File: src/rtl/seg7_pkg.sv
// rtl/seg7_pkg.sv - character codes and active-low segment patterns for the seg7 scan driver
package seg7_pkg;

  typedef logic [4:0] char_t;

  localparam char_t CH_0     = 5'd0;
  localparam char_t CH_1     = 5'd1;
  localparam char_t CH_2     = 5'd2;
  localparam char_t CH_3     = 5'd3;
  localparam char_t CH_4     = 5'd4;
  localparam char_t CH_5     = 5'd5;
  localparam char_t CH_6     = 5'd6;
  localparam char_t CH_7     = 5'd7;
  localparam char_t CH_8     = 5'd8;
  localparam char_t CH_9     = 5'd9;
  localparam char_t CH_A     = 5'd10;
  localparam char_t CH_B     = 5'd11;
  localparam char_t CH_C     = 5'd12;
  localparam char_t CH_D     = 5'd13;
  localparam char_t CH_E     = 5'd14;
  localparam char_t CH_F     = 5'd15;
  localparam char_t CH_G     = 5'd16;
  localparam char_t CH_J     = 5'd17;
  localparam char_t CH_L     = 5'd18;
  localparam char_t CH_P     = 5'd19;
  localparam char_t CH_S     = 5'd20;
  localparam char_t CH_T     = 5'd21;
  localparam char_t CH_U     = 5'd22;
  localparam char_t CH_Y     = 5'd23;
  localparam char_t CH_N     = 5'd24;
  localparam char_t CH_O     = 5'd25;
  localparam char_t CH_R     = 5'd26;
  localparam char_t CH_DASH  = 5'd27;
  localparam char_t CH_BLANK = 5'd31;

  // Patterns are g,f,e,d,c,b,a with a lit segment driven low.
  localparam logic [6:0] SEG_0     = 7'b1000000;
  localparam logic [6:0] SEG_1     = 7'b1111001;
  localparam logic [6:0] SEG_2     = 7'b0100100;
  localparam logic [6:0] SEG_3     = 7'b0110000;
  localparam logic [6:0] SEG_4     = 7'b0011001;
  localparam logic [6:0] SEG_5     = 7'b0010010;
  localparam logic [6:0] SEG_6     = 7'b0000010;
  localparam logic [6:0] SEG_7     = 7'b1111000;
  localparam logic [6:0] SEG_8     = 7'b0000000;
  localparam logic [6:0] SEG_9     = 7'b0010000;
  localparam logic [6:0] SEG_A     = 7'b0001000;
  localparam logic [6:0] SEG_B     = 7'b0000011;
  localparam logic [6:0] SEG_C     = 7'b1000110;
  localparam logic [6:0] SEG_D     = 7'b0100001;
  localparam logic [6:0] SEG_E     = 7'b0000110;
  localparam logic [6:0] SEG_F     = 7'b0001110;
  localparam logic [6:0] SEG_G     = 7'b1000010;
  localparam logic [6:0] SEG_J     = 7'b1100001;
  localparam logic [6:0] SEG_L     = 7'b1000111;
  localparam logic [6:0] SEG_P     = 7'b0001100;
  localparam logic [6:0] SEG_S     = 7'b0010010;
  localparam logic [6:0] SEG_T     = 7'b0000111;
  localparam logic [6:0] SEG_U     = 7'b1000001;
  localparam logic [6:0] SEG_Y     = 7'b0010001;
  localparam logic [6:0] SEG_N     = 7'b0101011;
  localparam logic [6:0] SEG_O     = 7'b0100011;
  localparam logic [6:0] SEG_R     = 7'b0101111;
  localparam logic [6:0] SEG_DASH  = 7'b0111111;
  localparam logic [6:0] SEG_BLANK = 7'b1111111;

endpackage

File: src/rtl/seg7_char_decoder.sv
// rtl/seg7_char_decoder.sv - combinational char code to active-low segment pattern
module seg7_char_decoder
  import seg7_pkg::*;
(
  input  char_t      char_code,
  output logic [6:0] pattern
);

  always_comb begin
    pattern = SEG_BLANK;
    case (char_code)
      CH_0:    pattern = SEG_0;
      CH_1:    pattern = SEG_1;
      CH_2:    pattern = SEG_2;
      CH_3:    pattern = SEG_3;
      CH_4:    pattern = SEG_4;
      CH_5:    pattern = SEG_5;
      CH_6:    pattern = SEG_6;
      CH_7:    pattern = SEG_7;
      CH_8:    pattern = SEG_8;
      CH_9:    pattern = SEG_9;
      CH_A:    pattern = SEG_A;
      CH_B:    pattern = SEG_B;
      CH_C:    pattern = SEG_C;
      CH_D:    pattern = SEG_D;
      CH_E:    pattern = SEG_E;
      CH_F:    pattern = SEG_F;
      CH_G:    pattern = SEG_G;
      CH_J:    pattern = SEG_J;
      CH_L:    pattern = SEG_L;
      CH_P:    pattern = SEG_P;
      CH_S:    pattern = SEG_S;
      CH_T:    pattern = SEG_T;
      CH_U:    pattern = SEG_U;
      CH_Y:    pattern = SEG_Y;
      CH_N:    pattern = SEG_N;
      CH_O:    pattern = SEG_O;
      CH_R:    pattern = SEG_R;
      CH_DASH: pattern = SEG_DASH;
      default: pattern = SEG_BLANK;
    endcase
  end

endmodule

File: src/rtl/seg7_scan_driver.sv
// rtl/seg7_scan_driver.sv - double-buffered eight-digit multiplexed seven-segment driver
// Defining SEG7_BLINK_EN adds a blink phase counter that blanks the anodes while blink is high.
module seg7_scan_driver
  import seg7_pkg::*;
#(
  parameter int SCAN_DIV  = 100000,
  parameter int GUARD     = 4,
  parameter int BLINK_DIV = 25000000
) (
  input  logic        clock,
  input  logic        reset,
  input  logic        load,
  input  logic [39:0] chars,
  input  logic [7:0]  dp,
  input  logic        blink,
  output logic        pending,
  output logic [7:0]  an,
  output logic [6:0]  seg,
  output logic        dp_n
);

  localparam int DIV_W = (SCAN_DIV > 1) ? $clog2(SCAN_DIV) : 1;

  logic [DIV_W-1:0] div;
  logic [2:0]       slot;
  logic             div_wrap;
  logic             boundary;
  logic [39:0]      stg_chars;
  logic [39:0]      shd_chars;
  logic [7:0]       stg_dp;
  logic [7:0]       shd_dp;
  char_t            slot_char;
  logic [6:0]       slot_seg;
  logic             blank;

  assign div_wrap = (div == DIV_W'(SCAN_DIV - 1));
  assign boundary = div_wrap && (slot == 3'd7);

  always_ff @(posedge clock or negedge reset) begin
    if (!reset) begin
      div  <= '0;
      slot <= 3'd0;
    end else if (div_wrap) begin
      div  <= '0;
      slot <= slot + 3'd1;
    end else begin
      div <= div + 1'b1;
    end
  end

  // Shadow only changes on the frame boundary so a frame never mixes old and new data.
  always_ff @(posedge clock or negedge reset) begin
    if (!reset) begin
      stg_chars <= {8{CH_BLANK}};
      shd_chars <= {8{CH_BLANK}};
      stg_dp    <= 8'h00;
      shd_dp    <= 8'h00;
      pending   <= 1'b0;
    end else begin
      if (boundary && pending) begin
        shd_chars <= stg_chars;
        shd_dp    <= stg_dp;
      end
      if (load) begin
        stg_chars <= chars;
        stg_dp    <= dp;
        pending   <= 1'b1;
      end else if (boundary) begin
        pending <= 1'b0;
      end
    end
  end

  assign slot_char = shd_chars[slot*5 +: 5];

  seg7_char_decoder u_decoder (
    .char_code (slot_char),
    .pattern   (slot_seg)
  );

`ifdef SEG7_BLINK_EN
  localparam int BLINK_W = (BLINK_DIV > 1) ? $clog2(BLINK_DIV) : 1;

  logic [BLINK_W-1:0] blink_cnt;
  logic               phase_on;
  logic               blink_q;

  always_ff @(posedge clock or negedge reset) begin
    if (!reset) begin
      blink_cnt <= '0;
      phase_on  <= 1'b1;
      blink_q   <= 1'b0;
    end else begin
      blink_q <= blink;
      if (blink_q && !blink) begin
        blink_cnt <= '0;
        phase_on  <= 1'b1;
      end else if (blink_cnt == BLINK_W'(BLINK_DIV - 1)) begin
        blink_cnt <= '0;
        phase_on  <= ~phase_on;
      end else begin
        blink_cnt <= blink_cnt + 1'b1;
      end
    end
  end

  assign blank = blink && !phase_on;
`else
  logic unused_blink;
  assign unused_blink = blink & (BLINK_DIV != 0);
  assign blank        = 1'b0;
`endif

  always_ff @(posedge clock or negedge reset) begin
    if (!reset) begin
      an   <= 8'hFF;
      seg  <= 7'h7F;
      dp_n <= 1'b1;
    end else begin
      an   <= ((div < DIV_W'(GUARD)) || blank) ? 8'hFF : ~(8'h80 >> slot);
      seg  <= slot_seg;
      dp_n <= ~shd_dp[slot];
    end
  end

endmodule

File: config.mk
export PLATFORM = sky130hd
export DESIGN_NAME = seg7_scan_driver
export DESIGN_NICKNAME = d
export VERILOG_FILES = /design/src/rtl/seg7_pkg.sv /design/src/rtl/seg7_char_decoder.sv /design/src/rtl/seg7_scan_driver.sv
export SDC_FILE = /design/constraint.sdc
export NUM_CORES = 1
export LEC_CHECK = 0
export ABC_AREA = 1
export CAP_MARGIN = 5
export CORE_ASPECT_RATIO = 0.8
export CORE_MARGIN = 2
export CORE_UTILIZATION = 48
export CTS_BUF_LIST = sky130_fd_sc_hd__clkbuf_8 sky130_fd_sc_hd__clkbuf_16
export CTS_CLUSTER_DIAMETER = 100
export DETAILED_ROUTE_END_ITERATION = 7
export PLACE_DENSITY = 0.7
export SYNTH_ARGS = -nofsm -noshare
export SYNTH_HDL_FRONTEND = slang
export SYNTH_SLANG_ARGS = --single-unit
File: constraint.sdc
create_clock -name clock -period 4.3 [get_ports clock]
set_input_delay 1.075 -clock clock [delete_from_list [all_inputs] [get_ports clock]]
set_output_delay 1.075 -clock clock [all_outputs]
set_load 0.01 [all_outputs]
==> out/metrics.json <==
{
  "status": {"value": "completed"},
  "routabilityCongestion": {"value": 0.824},
  "p_sw_share": {"value": 22.9, "unit": "%"},
  "cts-resized-gates": {"value": 0},
  "post_route_cells_drive_above_1_share": {"value": 17.2, "unit": "%"},
  "finalWorstPathRequiredPeriod": {"value": 2.61, "unit": "ns"},
  "fill_cells": {"value": 1145},
  "vias": {"value": 4952},
  "floorplan.initialDensity": {"value": 49.1, "unit": "%"},
  "place_area": {"value": 7060, "unit": "sq um"},
  "required": {"value": 4.62, "unit": "ns"},
  "cts-htree-levels": {"value": 4},
  "wire_per_inst": {"value": 13.4, "unit": "um"},
  "drt-initial-drc-count": {"value": 419},
  "placementRows": {"value": 37},
  "drv.max_cap_violation_count": {"value": 0},
  "grt_pass1_wl": {"value": 23.3, "unit": "mm"},
  "clock_sink_count": {"value": 133},
  "cts-buffers-inserted": {"value": 17},
  "holdCritStartpoint": {"value": "stg_chars[32]$_DFFE_PN1P_"},
  "critical_path.reg2reg.startpoint": {"value": "slot[1]$_DFFE_PN0N_"},
  "post_cts_hold_buffer_count": {"value": 0},
  "crit_start": {"value": "slot[1]$_DFFE_PN0N_"},
  "seqPwrFrac": {"value": 47.6, "unit": "%"},
  "syn-instance-count": {"value": 760},
  "synth_fp_nets": {"value": 826},
  "fin_tns_setup": {"value": 0, "unit": "ns"},
  "layout.cells.most_common_list": {"value": "310 x nand2_1, 96 x dfstp_2, 78 x inv_1, 65 x clkdlybuf4s50_1, 53 x nand3_1"},
  "mappedNetlistArea": {"value": 6300, "unit": "sq um"},
  "worst_pin_slew": {"value": 1.07, "unit": "ns"},
  "setup_viol_count_final": {"value": 0},
  "synth_cell_type_count": {"value": 32},
  "cts-root-to-sink-buffers": {"value": 2},
  "vias_per_cell": {"value": 4.91},
  "ys_seq_elements": {"value": 133},
  "final_nets": {"value": 886},
  "clk_pin_slew": {"value": 0.06, "unit": "ns"},
  "power.internal": {"value": 2180, "unit": "uW"},
  "fin_util": {"value": 59.4, "unit": "%"},
  "die_h": {"value": 106, "unit": "um"},
  "min-delay-path-class": {"value": "reg -> reg"},
  "yosysWarnings": {"value": 0},
  "dp_hpwl": {"value": 8.96, "unit": "mm"},
  "post_synth_top_area_share": {"value": 40.1, "unit": "%"},
  "layout_commonest_cell": {"value": "nand2_1"},
  "die_width": {"value": 132, "unit": "um"},
  "remaining_drc_errors": {"value": 0},
  "n_antenna_cell": {"value": 0},
  "synth_top_cell_by_area": {"value": "dfstp_2"},
  "power_frac_comb": {"value": 4.5, "unit": "%"},
  "critPathMaxFanout": {"value": 16},
  "relative_contribution_of_the_clock_network_to_total_power": {"value": 47.9, "unit": "%"},
  "crit_arrival": {"value": 2.93, "unit": "ns"},
  "pin_count_of_the_biggest_net_entering_global_routing": {"value": 97},
  "die-area": {"value": 14100, "unit": "sq um"},
  "design.core.area": {"value": 12800, "unit": "sq um"},
  "clk_root_buffer_cell": {"value": "clkbuf_16"},
  "power_per_cell_area": {"value": 370, "unit": "nW/um^2"},
  "fmaxAchievable": {"value": 383, "unit": "MHz"},
  "timing.setup.critical_path_class": {"value": "reg -> reg"},
  "post-cts-setup-buffers": {"value": 0},
  "detailedRoute.firstPassIterationCount": {"value": 6},
  "top_ports": {"value": 69},
  "postSynthAreaPerCell": {"value": 8.28, "unit": "sq um"},
  "synth-seq-area-share": {"value": 54.8, "unit": "%"},
  "vdd.ir_drop.worst": {"value": 0.379, "unit": "mV"},
  "postLayoutCellArea": {"value": 7620, "unit": "sq um"},
  "cts_tree": {"value": "built"},
  "worstSetupEndpointType": {"value": "flip-flop"},
  "synthTopCellsByArea": {"value": "dfstp_2 40%, nand2_1 18%, dfrtp_1 15%"},
  "clkLatencyLatePin": {"value": 0.42, "unit": "ns"},
  "p_sw": {"value": 646, "unit": "uW"},
  "startpoint_type": {"value": "flip-flop"},
  "finalClockSkew": {"value": 0.00988, "unit": "ns"},
  "grt_antenna_before_repair": {"value": 0},
  "synthToLayoutAreaGrowth": {"value": 21.0, "unit": "%"},
  "final-hold-violation-count": {"value": 0},
  "static-leakage-power": {"value": 0.00343, "unit": "uW"},
  "globalRoute.totalOverflow": {"value": 0},
  "worst_hold_slack": {"value": 0.461, "unit": "ns"},
  "grt_usage": {"value": 20.8, "unit": "%"},
  "first_global_vias": {"value": 5000},
  "timing.slew.headroom": {"value": 29.0, "unit": "%"},
  "final_max_slew_viol_count": {"value": 0},
  "wl": {"value": 13.5, "unit": "mm"},
  "io_buffer_count": {"value": 67},
  "min_period_over_period": {"value": 60.8, "unit": "%"},
  "setup_repair_after_global_routing_missed_its_margin": {"value": "no"},
  "antenna_violating_nets_post_route": {"value": 0}
}
==> worst paths after layout <==
kind                                        endpoint  slack (ns)  depth (start not counted)
max reg2reg                         seg[5]$_DFF_PN1_        1.69                         10
min reg2reg                stg_chars[32]$_DFFE_PN1P_        0.46                          2
max in group asynchronous   shd_chars[6]$_DFFE_PN1P_        2.53                          2
min in group asynchronous          div[12]$_DFF_PN0_        0.83                          1
min                        stg_chars[32]$_DFFE_PN1P_        0.46                          2
max                                 seg[5]$_DFF_PN1_        1.69                         10
==> power groups by stage <==
| stage | combinational (uW) | sequential, uW | clock, uW |
|---|---|---|---|
| global placement | 126 | 1360 | 0 |
| global route | 147 | 1350 | 1440 |
| detailed placement | 131 | 1360 | 0 |
| finish | 127 | 1340 | 1350 |
| floorplan | 46.9 | 1350 | 0 |
| CTS | 131 | 1340 | 1380 |
==> cell usage after synthesis (all sizes together) <==
library cell	count
xnor2	1
buf	16
nor2	33
nand3	56
o21ai	63
nor3	5
clkbuf	16
inv	78
a31oi	1
and3	1
dfrtp	37
nand2	310
a221oi	1
xor2	9
ha	14
a21boi	1
nand4	7
a21oi	7
nor4	4
nand3b	4
dfstp	96
==> state kept, by name (all words and copies together) (netlist names) <==
register,count
an,8
div,17
dp_n,1
pending,1
seg,7
shd_chars,40
shd_dp,8
slot,3
stg_chars,40
stg_dp,8
==> worst max-delay path, cell delays in order, from the launching register on <==
cell and delay (ns):
dfrtp_1 0.58, inv_1 0.53, nand3_1 0.21, nand3_1 0.11, nand2_1 0.17, inv_1 0.22, ha_1 0.22, nand3_1 0.13
nand2_1 0.10, nand2_1 0.04, a21boi_0 0.21
==> cells by family after synthesis <==
family | count (synthesis) | share of synthesized area, %
buffers and inverters | 110 | 7.41
AO/OA/AOI/OAI | 73 | 5.98
flip-flops | 133 | 54.8
XOR/XNOR | 10 | 1.39
adder cells (fa/ha/maj) | 14 | 2.78
AND/OR/NAND/NOR | 420 | 27.7
==> routing by layer <==
metal,global-route usage [%],up-vias,wire length [um]
li1,-,2492,-
met1,28.4,2307,6550
met2,32.7,141,6060
met3,5.20,12,746
met4,6.44,0,126
met5,0,-,0
==> layout make-up <==
type	instances	area, sq um	area share, %
Inverter	78	293	3.84
Multi-Input combinational cell	517	2380	31.2
Clock buffer	17	425	5.58
Tap cell	175	219	2.87
Clock inverter	15	133	1.74
Sequential cell	133	3450	45.3
Timing Repair Buffer	73	721	9.46
==> through the flow <==
stage | power (uW) | setup slack, ns | cells
final | 2820 | 1.69 | 1008
after CTS | 2850 | 1.70 | 1008
after floorplan | 1400 | 2.25 | 760
after global placement | 1490 | 1.77 | 976
after detailed placement | 1490 | 1.74 | 976
after global routing | 2930 | 1.46 | 1008
No activity file was read; power rests on OpenSTA's default activity.
